$ cat config.mk
export PLATFORM = sky130hd
export DESIGN_NAME = memory_bus_interface
export DESIGN_NICKNAME = d
export VERILOG_FILES = /design/src/rtl/memory_bus_interface_pkg.sv /design/src/rtl/memory_bus_interface_bus_timeout_counter.sv /design/src/rtl/memory_bus_interface.sv
export SDC_FILE = /design/constraint.sdc
export NUM_CORES = 1
export LEC_CHECK = 0
export ABC_CLOCK_PERIOD_IN_PS = 2300
export CAP_MARGIN = 15
export CORE_MARGIN = 10
export CORE_UTILIZATION = 39
export CTS_CLUSTER_SIZE = 28
export DETAILED_ROUTE_END_ITERATION = 16
export PLACE_DENSITY = 0.78
export SYNTH_ARGS = -nofsm -noshare
export SYNTH_HDL_FRONTEND = slang
export SYNTH_SLANG_ARGS = --single-unit
$ cat constraint.sdc
create_clock -name clk -period 2.3 [get_ports clk]
set_input_delay 0.69 -clock clk [delete_from_list [all_inputs] [get_ports clk]]
set_output_delay 0.69 -clock clk [all_outputs]
set_load 0.01 [all_outputs]
$ cat src/rtl/memory_bus_interface_pkg.sv
// Shared CPU definitions: bus width, memory-interface FSM states and data-bus
// select codes used by the mux and the control unit.
package memory_bus_interface_pkg;

    localparam int unsigned BUS_DATA_W = 16;

    typedef enum logic [1:0] {
        ST_IDLE = 2'd0,
        ST_REQ  = 2'd1,
        ST_DONE = 2'd2
    } mbi_state_e;

    typedef enum logic [1:0] {
        BUS_SEL_ALU = 2'b00,
        BUS_SEL_MEM = 2'b01,
        BUS_SEL_RF  = 2'b10
    } bus_sel_e;

endpackage

$ cat src/rtl/memory_bus_interface_bus_timeout_counter.sv
// Counts cycles while enabled; expired is high in the TIMEOUT-th enabled
// cycle after a clear.
module bus_timeout_counter #(
    parameter int unsigned TIMEOUT = 15
) (
    input  logic clk,
    input  logic rst,
    input  logic clear,
    input  logic enable,
    output logic expired
);

    localparam int unsigned CNT_W = (TIMEOUT > 1) ? $clog2(TIMEOUT) : 1;

    logic [CNT_W-1:0] count_q;
    logic [CNT_W-1:0] count_d;

    always_comb begin
        count_d = count_q;
        if (clear) begin
            count_d = '0;
        end else if (enable) begin
            count_d = count_q + 1'b1;
        end
    end

    always_ff @(posedge clk or posedge rst) begin
        if (rst) begin
            count_q <= '0;
        end else begin
            count_q <= count_d;
        end
    end

    assign expired = enable && (count_q == CNT_W'(TIMEOUT - 1));

endmodule

$ cat src/rtl/memory_bus_interface.sv
// Single-word read/write sequencer between the CPU data bus and word-addressed
// memory, with req/ack handshake, MDR and timeout abort.
module memory_bus_interface
    import memory_bus_interface_pkg::*;
#(
    parameter int unsigned DATA_W  = BUS_DATA_W,
    parameter int unsigned ADDR_W  = 8,
    parameter int unsigned TIMEOUT = 15
) (
    input  logic              clk,
    input  logic              rst,
    input  logic              start_rd,
    input  logic              start_wr,
    input  logic [DATA_W-1:0] addr_in,
    input  logic [DATA_W-1:0] wdata_in,
    output logic              busy,
    output logic              done,
    output logic              err,
    output logic [DATA_W-1:0] mdr_data,
    output logic [ADDR_W-1:0] mem_addr,
    output logic [DATA_W-1:0] mem_wdata,
    output logic              mem_we,
    output logic              mem_req,
    input  logic              mem_ack,
    input  logic [DATA_W-1:0] mem_rdata
);

    mbi_state_e        state_q, state_d;
    logic              busy_q, busy_d;
    logic              done_q, done_d;
    logic              req_q, req_d;
    logic              err_q, err_d;
    logic              we_q, we_d;
    logic [ADDR_W-1:0] addr_q, addr_d;
    logic [DATA_W-1:0] wdata_q, wdata_d;
    logic [DATA_W-1:0] mdr_q, mdr_d;
    logic              expired;
    logic              unused_addr_hi;

    assign unused_addr_hi = ^addr_in[DATA_W-1:ADDR_W];

    bus_timeout_counter #(
        .TIMEOUT(TIMEOUT)
    ) u_timeout (
        .clk    (clk),
        .rst    (rst),
        .clear  (state_q != ST_REQ),
        .enable (state_q == ST_REQ),
        .expired(expired)
    );

    always_comb begin
        state_d = state_q;
        err_d   = err_q;
        we_d    = we_q;
        addr_d  = addr_q;
        wdata_d = wdata_q;
        mdr_d   = mdr_q;
        case (state_q)
            ST_IDLE: begin
                if (start_rd || start_wr) begin
                    addr_d  = addr_in[ADDR_W-1:0];
                    wdata_d = wdata_in;
                    we_d    = start_wr;
                    err_d   = 1'b0;
                    state_d = ST_REQ;
                end
            end
            ST_REQ: begin
                // ack takes priority over an expiry in the same cycle
                if (mem_ack) begin
                    if (!we_q) begin
                        mdr_d = mem_rdata;
                    end
                    state_d = ST_DONE;
                end else if (expired) begin
                    err_d   = 1'b1;
                    state_d = ST_DONE;
                end
            end
            ST_DONE: state_d = ST_IDLE;
            default: state_d = ST_IDLE;
        endcase
        // status outputs are registered, so decode them from the next state
        busy_d = (state_d != ST_IDLE);
        done_d = (state_d == ST_DONE);
        req_d  = (state_d == ST_REQ);
    end

    always_ff @(posedge clk or posedge rst) begin
        if (rst) begin
            state_q <= ST_IDLE;
            busy_q  <= 1'b0;
            done_q  <= 1'b0;
            req_q   <= 1'b0;
            err_q   <= 1'b0;
            we_q    <= 1'b0;
            addr_q  <= '0;
            wdata_q <= '0;
            mdr_q   <= '0;
        end else begin
            state_q <= state_d;
            busy_q  <= busy_d;
            done_q  <= done_d;
            req_q   <= req_d;
            err_q   <= err_d;
            we_q    <= we_d;
            addr_q  <= addr_d;
            wdata_q <= wdata_d;
            mdr_q   <= mdr_d;
        end
    end

    assign busy      = busy_q;
    assign done      = done_q;
    assign err       = err_q;
    assign mdr_data  = mdr_q;
    assign mem_addr  = addr_q;
    assign mem_wdata = wdata_q;
    assign mem_we    = we_q;
    assign mem_req   = req_q;

endmodule
## Word-level counts from Yosys, hierarchy flattened

Index checks and enable logic that the tools add are counted.
W data, S select, Z words.

| word-level totals | value |
|---|---|
| logic and storage cells | 39 |
| memories | 0 |
| register bits | 51 |
| bits in read-only memories | 0 |
| output and inout port bits | 45 |
| input port bits | 53 |
| bits in latches | 0 |
| bits in writable memories | 0 |

| cells by class | value |
|---|---|
| multipliers | 0 |
| divide/modulo/power cells | 0 |
| add/sub/neg operators | 1 |
| reductions and logical operators | 9 |
| magnitude comparators | 0 |
| bitwise logic cells | 1 |
| equality and inequality tests | 8 |
| shifts and indexed selects | 0 |
| mux-type cells | 10 |

Operator list:

| cell | number |
|---|---|
| $mux W4 | 2 |
| $mux W2 | 3 |
| $ne A2 B2 Y1 const B | 3 |
| $reduce_bool A2 Y1 | 3 |
| $add A4 B1 Y4 const B | 1 |
| $eq A2 B1 Y1 const B | 2 |
| $eq A4 B4 Y1 const B | 1 |
| $pmux W2 S2 | 1 |
| $reduce_and A4 Y1 | 1 |
| $mux W1 | 3 |
| $reduce_and A3 Y1 | 1 |
| $eq A2 B2 Y1 const B | 1 |
| $logic_not A2 Y1 | 1 |
| $ne A2 B1 Y1 const B | 1 |
| $pmux W1 S2 | 1 |
| $reduce_and A2 Y1 | 1 |
| $logic_and A1 B1 Y1 | 1 |
| $logic_or A1 B1 Y1 | 1 |
| $not A1 Y1 | 1 |

## Logic depth before layout (Yosys ltp)

Gate-level depths: netlist of run 1.

| depth | value |
|---|---|
| word-level depth | 6 |
| gate-level depth with buffers | 5 |
| gate-level depth less buffers | 5 |

## By module

A second synthesis of run 1 with hierarchy kept.

| second synthesis, totals | value |
|---|---|
| cell total of the unflattened synthesis | 130 |
| area total of the unflattened synthesis | 2019.4 um2 |

Modules (own cells, without submodules):

| module | area each (um2) | instances | cells an instance | seq. area each (um2) |
|---|---|---|---|---|
| memory_bus_interface | 1793.0 | 1 | 109 | 1176.1 |
| bus_timeout_counter | 226.5 | 1 | 21 | 100.1 |

## Worst setup path before layout of run 1

Ideal clock, no wire load.

| timing path | value |
|---|---|
| path type | input to register |
| from | input port mem_ack |
| to | register mdr_q[0] (netlist: mdr_data[0]) |
| arrival | 1503 ps |
| slack | 672 ps |
| cell stages on the path | 3 |
| setup time | 125 ps |
| required time | 2175 ps |
| buffers on the path | 1 |
| cell sequence | nor3b_4 > buf_6 > mux2_2 |

| on the way | value |
|---|---|
| word-level cells in the longest chain between the ends | 1 |

Ends and longest elaborated chain:

| item | line | text |
|---|---|---|
| start, declared | memory_bus_interface.sv:24 | `input logic mem_ack,` |
| $reduce_and A3 Y1 (no source line) | n/a |  |
| end signal, assigned | memory_bus_interface.sv:110 | `mdr_q <= mdr_d;` |
| end, declared | memory_bus_interface.sv:36 | `logic [DATA_W-1:0] mdr_q, mdr_d;` |

No other way between the ends.
A chain may end at the register's enable or synchronous reset.

## Worst setup path after layout of run 1

| timing path | value |
|---|---|
| from | register we_q (netlist: mem_we) |
| to | output port mem_we |

RTL lines:

| item | line | text |
|---|---|---|
| start, declared | memory_bus_interface.sv:33 | `logic we_q, we_d;` |
| start signal, assigned | memory_bus_interface.sv:107 | `we_q <= we_d;` |
| end, declared | memory_bus_interface.sv:22 | `output logic mem_we,` |

No word-level cell between the ends.

==> flow_metrics.env, run 1 <==
export IMPL_design_area_mm2=0.003054
export IMPL_clkLatencyLatePin_ns=0.29
export IMPL_avgSynthCellArea_um2=15.87
export IMPL_rrSetupSlack_ns=0.81
export IMPL_start_util_pct=40.78
export IMPL_port_buffers=89
export IMPL_dpl_instance_area_mm2=0.002937
export IMPL_tritoncts="done"
export IMPL_synth_warning_count=0
export IMPL_finalSetupViolations=0
export IMPL_synth_top_cell_by_area="dfrtp_1"
export IMPL_period_needed_ns=1.993
export IMPL_critPathTopFamily="buffers and inverters"
export IMPL_critPathBufInv=1
export IMPL_wire_per_inst_um=16.31
export IMPL_drv_slew=0
export IMPL_wl_um=4665
export IMPL_hold_ws_ns=0.4968
export IMPL_ctsResizeCount=0
export IMPL_die_height_um=90.75
export IMPL_antenna_cells=0
export IMPL_route_vias_total=1298
export IMPL_p_seq_share_pct=38.2
export IMPL_synth_most_common_cell="dfrtp_1"
export IMPL_crit_path_end_kind="output pin"
export IMPL_period_share_pct=86.66
export IMPL_p_per_area_mw_per_mm2=1320
export IMPL_core_region_area_mm2=0.004786
export IMPL_clock_path_buffers=2
export IMPL_leakage_uw=0.001283
export IMPL_critPathMaxFanout=3
export IMPL_rsz0062_at_grt="false"
export IMPL_numCtsBuffers=5
export IMPL_ys_ff_latch=51
export IMPL_p_sw_share_pct=29.34
export IMPL_p_switching_uw=1183
export IMPL_avgViaCountPerCell=4.538
export IMPL_grt_pass1_vias=1437
export IMPL_num_rows=25
export IMPL_tightest_slew_ns=0.5210
export IMPL_pin_count=98
export IMPL_slowest_stage="clkdlybuf4s50_1"
export IMPL_synth_cells=123
export IMPL_peakVddDrop_mv=0.7495
export IMPL_ant_nets=0
export IMPL_grtUsageTotal_pct=11.64
export IMPL_synth_net_count=178
export IMPL_htree_levels=2
export IMPL_max_stage_delay_ns=0.58
export IMPL_post_cts_buffers=0
export IMPL_fin_nets=273
export IMPL_firstDrtPassIters=2
export IMPL_cts_clk_slew_worst_paths_ns=0.09
export IMPL_cp_required_ns=1.61
export IMPL_relSlewSlack_pct=64.90
export IMPL_p_comb_share_pct=46.2
export IMPL_hold_buffers=0
export IMPL_overflow=0
export IMPL_drc=0
export IMPL_ys_flop_type="dfrtp_1"
export IMPL_status="finished clean"
export IMPL_synthToLayoutAreaGrowth_pct=56.47
export IMPL_synth_edf_count=0
export IMPL_synth_area_mm2=0.001952
export IMPL_hold_violations=0
export IMPL_grt_pass1_wl_um=7803
export IMPL_fin_skew_ns=0.006651
export IMPL_max_freq_mhz=501.7
export IMPL_seq_area_mm2=0.001276
export IMPL_gp_congestion=0.7241
export IMPL_cts_root_buf="clkbuf_8"
export IMPL_cp_cell_sequence="clkdlybuf4s50_1"
export IMPL_antenna_found_initial=0
export IMPL_crit_type="reg -> out"
export IMPL_drtIter0Drc=17
export IMPL_cap_violations=0
export IMPL_yosys_top_cells_area="dfrtp_1, mux2_2, nor2_1"
export IMPL_yosysTopAreaCellShare_pct=65.38
export IMPL_setup_tns_ns=0
export IMPL_arrival_ns=1.30
export IMPL_die_area_mm2=0.008235
export IMPL_cts_sinks=51
export IMPL_yosysSeqAreaShare_pct=65.38
export IMPL_nFillCells=397
export IMPL_grt_max_degree=36
export IMPL_multi_input_area_um2=623.1
export IMPL_hold_path_class="reg -> reg"
export IMPL_post_dp_hpwl_um=3666
export IMPL_die_x_um=90.75
export IMPL_cp_start_kind="flip-flop"
export IMPL_clockPowerShare_pct=15.6
export IMPL_synth_common_cells="dfrtp_1, mux2_2, nor2_1"
export IMPL_p_int_uw=2849
export IMPL_drive_gt1_share_pct=25.11
export IMPL_ys_types=19
export IMPL_synth_async_sr_flop_share_pct=100.0
-- area by class of cell --
| class | instances | share of cell area, % |
|---|---|---|
| flip-flops and latches | 51 | 41.79 |
| repair buffers | 93 | 30.97 |
| multi-input cells | 65 | 20.40 |
| well taps | 67 | 2.745 |
| clock buffers | 6 | 2.704 |
| clock inverters | 2 | 1.147 |
| inverters | 2 | 0.2458 |
-- sequential cells by signal, summed over array words and instances (netlist names), 2 cells and up --
signal             count
mem_addr               8
state_q                2
u_timeout.count_q      4
mdr_data              16
mem_wdata             16
-- path summary, 6_finish.rpt --
check | cells after the start | start | endpoint
max in group asynchronous | 3 | rst | err
setup / recovery | 1 | mem_we | mem_we
min in group asynchronous | 2 | rst | mdr_data[10]
hold / removal | 1 | u_timeout.count_q[0] | u_timeout.count_q[0]
hold reg to reg | 1 | u_timeout.count_q[0] | u_timeout.count_q[0]
setup reg to reg | 4 | state_q[0] | mem_addr[6]
-- metrics by stage --
| stage | instances | utilization (%) | total power (uW) | setup WS [ns] |
|---|---|---|---|---|
| 2_1_floorplan | 123 | - | 2430 | 0.3805 |
| 3_3_place_gp | 278 | 61.36 | 3422 | 0.1514 |
| 3_5_place_dp | 278 | 61.36 | 3474 | 0.1298 |
| 4_1_cts | 286 | 63.82 | 4112 | 0.2728 |
| 5_1_grt | 286 | 63.82 | 4289 | 0.2389 |
| 6_report | 286 | 63.82 | 4032 | 0.3069 |
-- cells by family after synthesis --
kind of cell	Yosys count	share of synthesized area, %
flops	51	65.38
mux	40	23.08
simple gates	15	4.359
buf+inv	7	2.692
compound gates	6	2.308
xor+xnor	2	0.8976
fa+ha+maj	2	1.282
-- power groups by stage --
stage | clock network [uW] | logic [uW] | registers (uW)
CTS | 653 | 1910 | 1550
finish | 630 | 1860 | 1540
global placement | 0 | 1880 | 1540
floorplan | 0 | 690 | 1740
detailed placement | 0 | 1910 | 1570
global route | 690 | 2000 | 1600
-- layer usage --
metal | GRT usage (%) | part of all wire (%) | up-vias
met5 | 0 | 0 | -
met4 | 3.581 | 1.2 | 0
met3 | 3.824 | 6.5 | 7
met2 | 20.97 | 54 | 34
met1 | 12.53 | 38 | 648
li1 | - | - | 609
-- layout by cell type (no fill, tap or decap), drive strengths merged --
master,count
buf,4
o21a,1
xnor2,1
nor2,9
o21ai,1
nand2,2
nand2b,1
clkbuf,6
bufinv,1
ha,2
and3,1
nor3b,1
inv,2
clkdlybuf4s50,89
clkinv,1
o31ai,2
xor2,1
mux2,40
a22o,2
nand3,1
dfrtp,51
-- worst register-to-register path, cell delays in order (launching register included) --
cell and delay, ns:
dfrtp_1 0.42, nor2_1 0.20, o21a_1 0.18, buf_4 0.22
mux2_2 0.36
Note: power is estimated with default switching activity, not from simulation.
==> run 2: changes to the inputs <==
- ABC_CLOCK_PERIOD_IN_PS: 2300 -> 2410
- CORE_UTILIZATION: 39 -> 23
- PLACE_DENSITY: 0.78 -> default
- SLEW_MARGIN: default -> 20
- clock period: 2.3 -> 2.41 ns (I/O delays scaled with it)
==> run 2 against run 1 <==
  * Via count is 2.5% higher
  * First-iteration DRC count is 65% higher
  * Combinational power is 3% lower
  * Critical path depth stayed put
  * Power is 6.9% lower
  * Highest routed layer unchanged
  * Clock skew is 0.0040 ns lower
==> flow_metrics.env, run 2 (synthesis results as in run 1) <==
export IMPL_status="finished clean"
export IMPL_firstDrtPassIters=4
export IMPL_overflow=0
export IMPL_cts_clk_slew_worst_paths_ns=0.09
export IMPL_pin_count=98
export IMPL_core_region_area_mm2=0.008258
export IMPL_avgViaCountPerCell=4.118
export IMPL_fin_nets=273
export IMPL_cp_required_ns=1.69
export IMPL_min_delay_start="u_timeout.count_q[0]"
export IMPL_post_cts_buffers=0
export IMPL_peakVddDrop_mv=0.3763
export IMPL_die_area_mm2=0.01257
export IMPL_fin_skew_ns=0.002695
export IMPL_wire_per_inst_um=15.29
export IMPL_grt_max_degree=25
export IMPL_wl_um=4938
export IMPL_numCtsBuffers=5
export IMPL_drc=0
export IMPL_gr_usage_met3_pct=3.674
export IMPL_hold_path_class="reg -> reg"
export IMPL_antenna_found_initial=0
export IMPL_antenna_cells=0
export IMPL_grt_use_met2_pct=11.39
export IMPL_port_buffers=89
export IMPL_htree_levels=2
export IMPL_ctsResizeCount=0
export IMPL_rsz0062_at_grt="false"
export IMPL_gp_congestion=0.6575
export IMPL_relSlewSlack_pct=66.20
export IMPL_tightest_slew_ns=0.5017
export IMPL_drive_gt1_share_pct=24.77
export IMPL_dpl_instance_area_mm2=0.002997
export IMPL_design_area_mm2=0.003084
export IMPL_finalSetupViolations=0
export IMPL_cp_start_kind="flip-flop"
export IMPL_clkLatencyLatePin_ns=0.29
export IMPL_drtIter0Drc=28
export IMPL_critPathBufInv=1
export IMPL_post_dp_hpwl_um=3791
export IMPL_setup_tns_ns=0
export IMPL_hold_path_depth=1
export IMPL_critPathMaxFanout=3
export IMPL_clock_path_buffers=2
export IMPL_critPathTopFamily="buffers and inverters"
export IMPL_min_to="u_timeout.count_q[0]"
export IMPL_arrival_ns=1.30
export IMPL_start_util_pct=23.64
export IMPL_p_per_area_mw_per_mm2=1217
export IMPL_layout_commonest_cell="clkdlybuf4s50_1"
export IMPL_hold_buffers=0
export IMPL_crit_type="reg -> out"
export IMPL_drv_slew=0
export IMPL_busiest_layer="met2"
export IMPL_use_met1_pct=9.560
export IMPL_hold_violations=0
export IMPL_period_share_pct=83.79
export IMPL_cap_violations=0
export IMPL_cp_cell_sequence="clkdlybuf4s50_1"
export IMPL_synthToLayoutAreaGrowth_pct=58.01
export IMPL_cts_sinks=51
export IMPL_leakage_uw=0.001273
export IMPL_num_rows=33
export IMPL_grt_pass1_vias=1434
export IMPL_max_stage_delay_ns=0.58
export IMPL_period_needed_ns=2.019
export IMPL_mostFrequentLayoutCells="clkdlybuf4s50_1, dfrtp_1, mux2_2, nor2_1, clkbuf_8"
export IMPL_rrSetupSlack_ns=0.92
export IMPL_max_freq_mhz=495.2
export IMPL_crit_reg2reg_launch="state_q[0]"
export IMPL_die_x_um=112.1
export IMPL_die_height_um=112.1
export IMPL_grt_pass1_wl_um=7852
export IMPL_grtUsageTotal_pct=7.613
export IMPL_route_vias_total=1330
export IMPL_crit_path_end_kind="output pin"
export IMPL_tritoncts="done"
export IMPL_reg2reg_depth=4
export IMPL_slowest_stage="clkdlybuf4s50_1"
export IMPL_ant_nets=0
export IMPL_cts_root_buf="clkbuf_8"
export IMPL_r2r_end="mem_addr[6]"
==> run 2: cell types whose count changed in the layout (fill, tap and decap cells not counted), sizes merged <==
cell,before,now
bufinv,1,0
==> run 2: how the worst max path moves through the flow <==
stage | from | to | slack [ns] | cells after the start
after global placement | mem_ack | mdr_data[14] | 0.22 | 4
after global routing | mem_we | mem_we | 0.33 | 1
after floorplan | rst | busy | 0.46 | 1
after CTS | mem_we | mem_we | 0.36 | 1
final | mem_we | mem_we | 0.39 | 1
after detailed placement | mem_ack | mdr_data[9] | 0.21 | 4
==> run 2: area by class of cell <==
type | instances | area, um2
Fill cell | 813 | 5174
Tap cell | 105 | 131.4
Timing Repair Buffer | 93 | 958.4
Inverter | 2 | 7.507
Clock buffer | 6 | 82.58
Multi-Input combinational cell | 65 | 623.1
Sequential cell | 51 | 1276
Clock inverter | 1 | 5.005
==> run 2: through the flow <==
step | worst slack [ns] | std cells | power [uW] | util [%] | hold WS [ns]
2_1_floorplan | 0.4575 | 123 | 2319 | - | 0.4536
3_3_place_gp | 0.2175 | 316 | 3287 | 36.29 | 0.4833
3_5_place_dp | 0.2062 | 316 | 3329 | 36.29 | 0.4939
4_1_cts | 0.3582 | 323 | 3842 | 37.35 | 0.5069
5_1_grt | 0.3340 | 323 | 4006 | 37.35 | 0.5148
6_report | 0.3907 | 323 | 3755 | 37.35 | 0.5002
==> run 2: layer usage <==
metal / up-vias / wire length (um)
met5: - / 0
met4: 0 / 31
met3: 4 / 458
met2: 60 / 2149
met1: 651 / 2299
li1: 615 / -
==> run 2: report_power, final <==
| group | total [uW] | switching, uW | internal [uW] |
|---|---|---|---|
| clock network | 493 | 267 | 226 |
| registers | 1460 | 202 | 1260 |
| logic | 1800 | 667 | 1130 |
| total | 3750 | 1140 | 2620 |
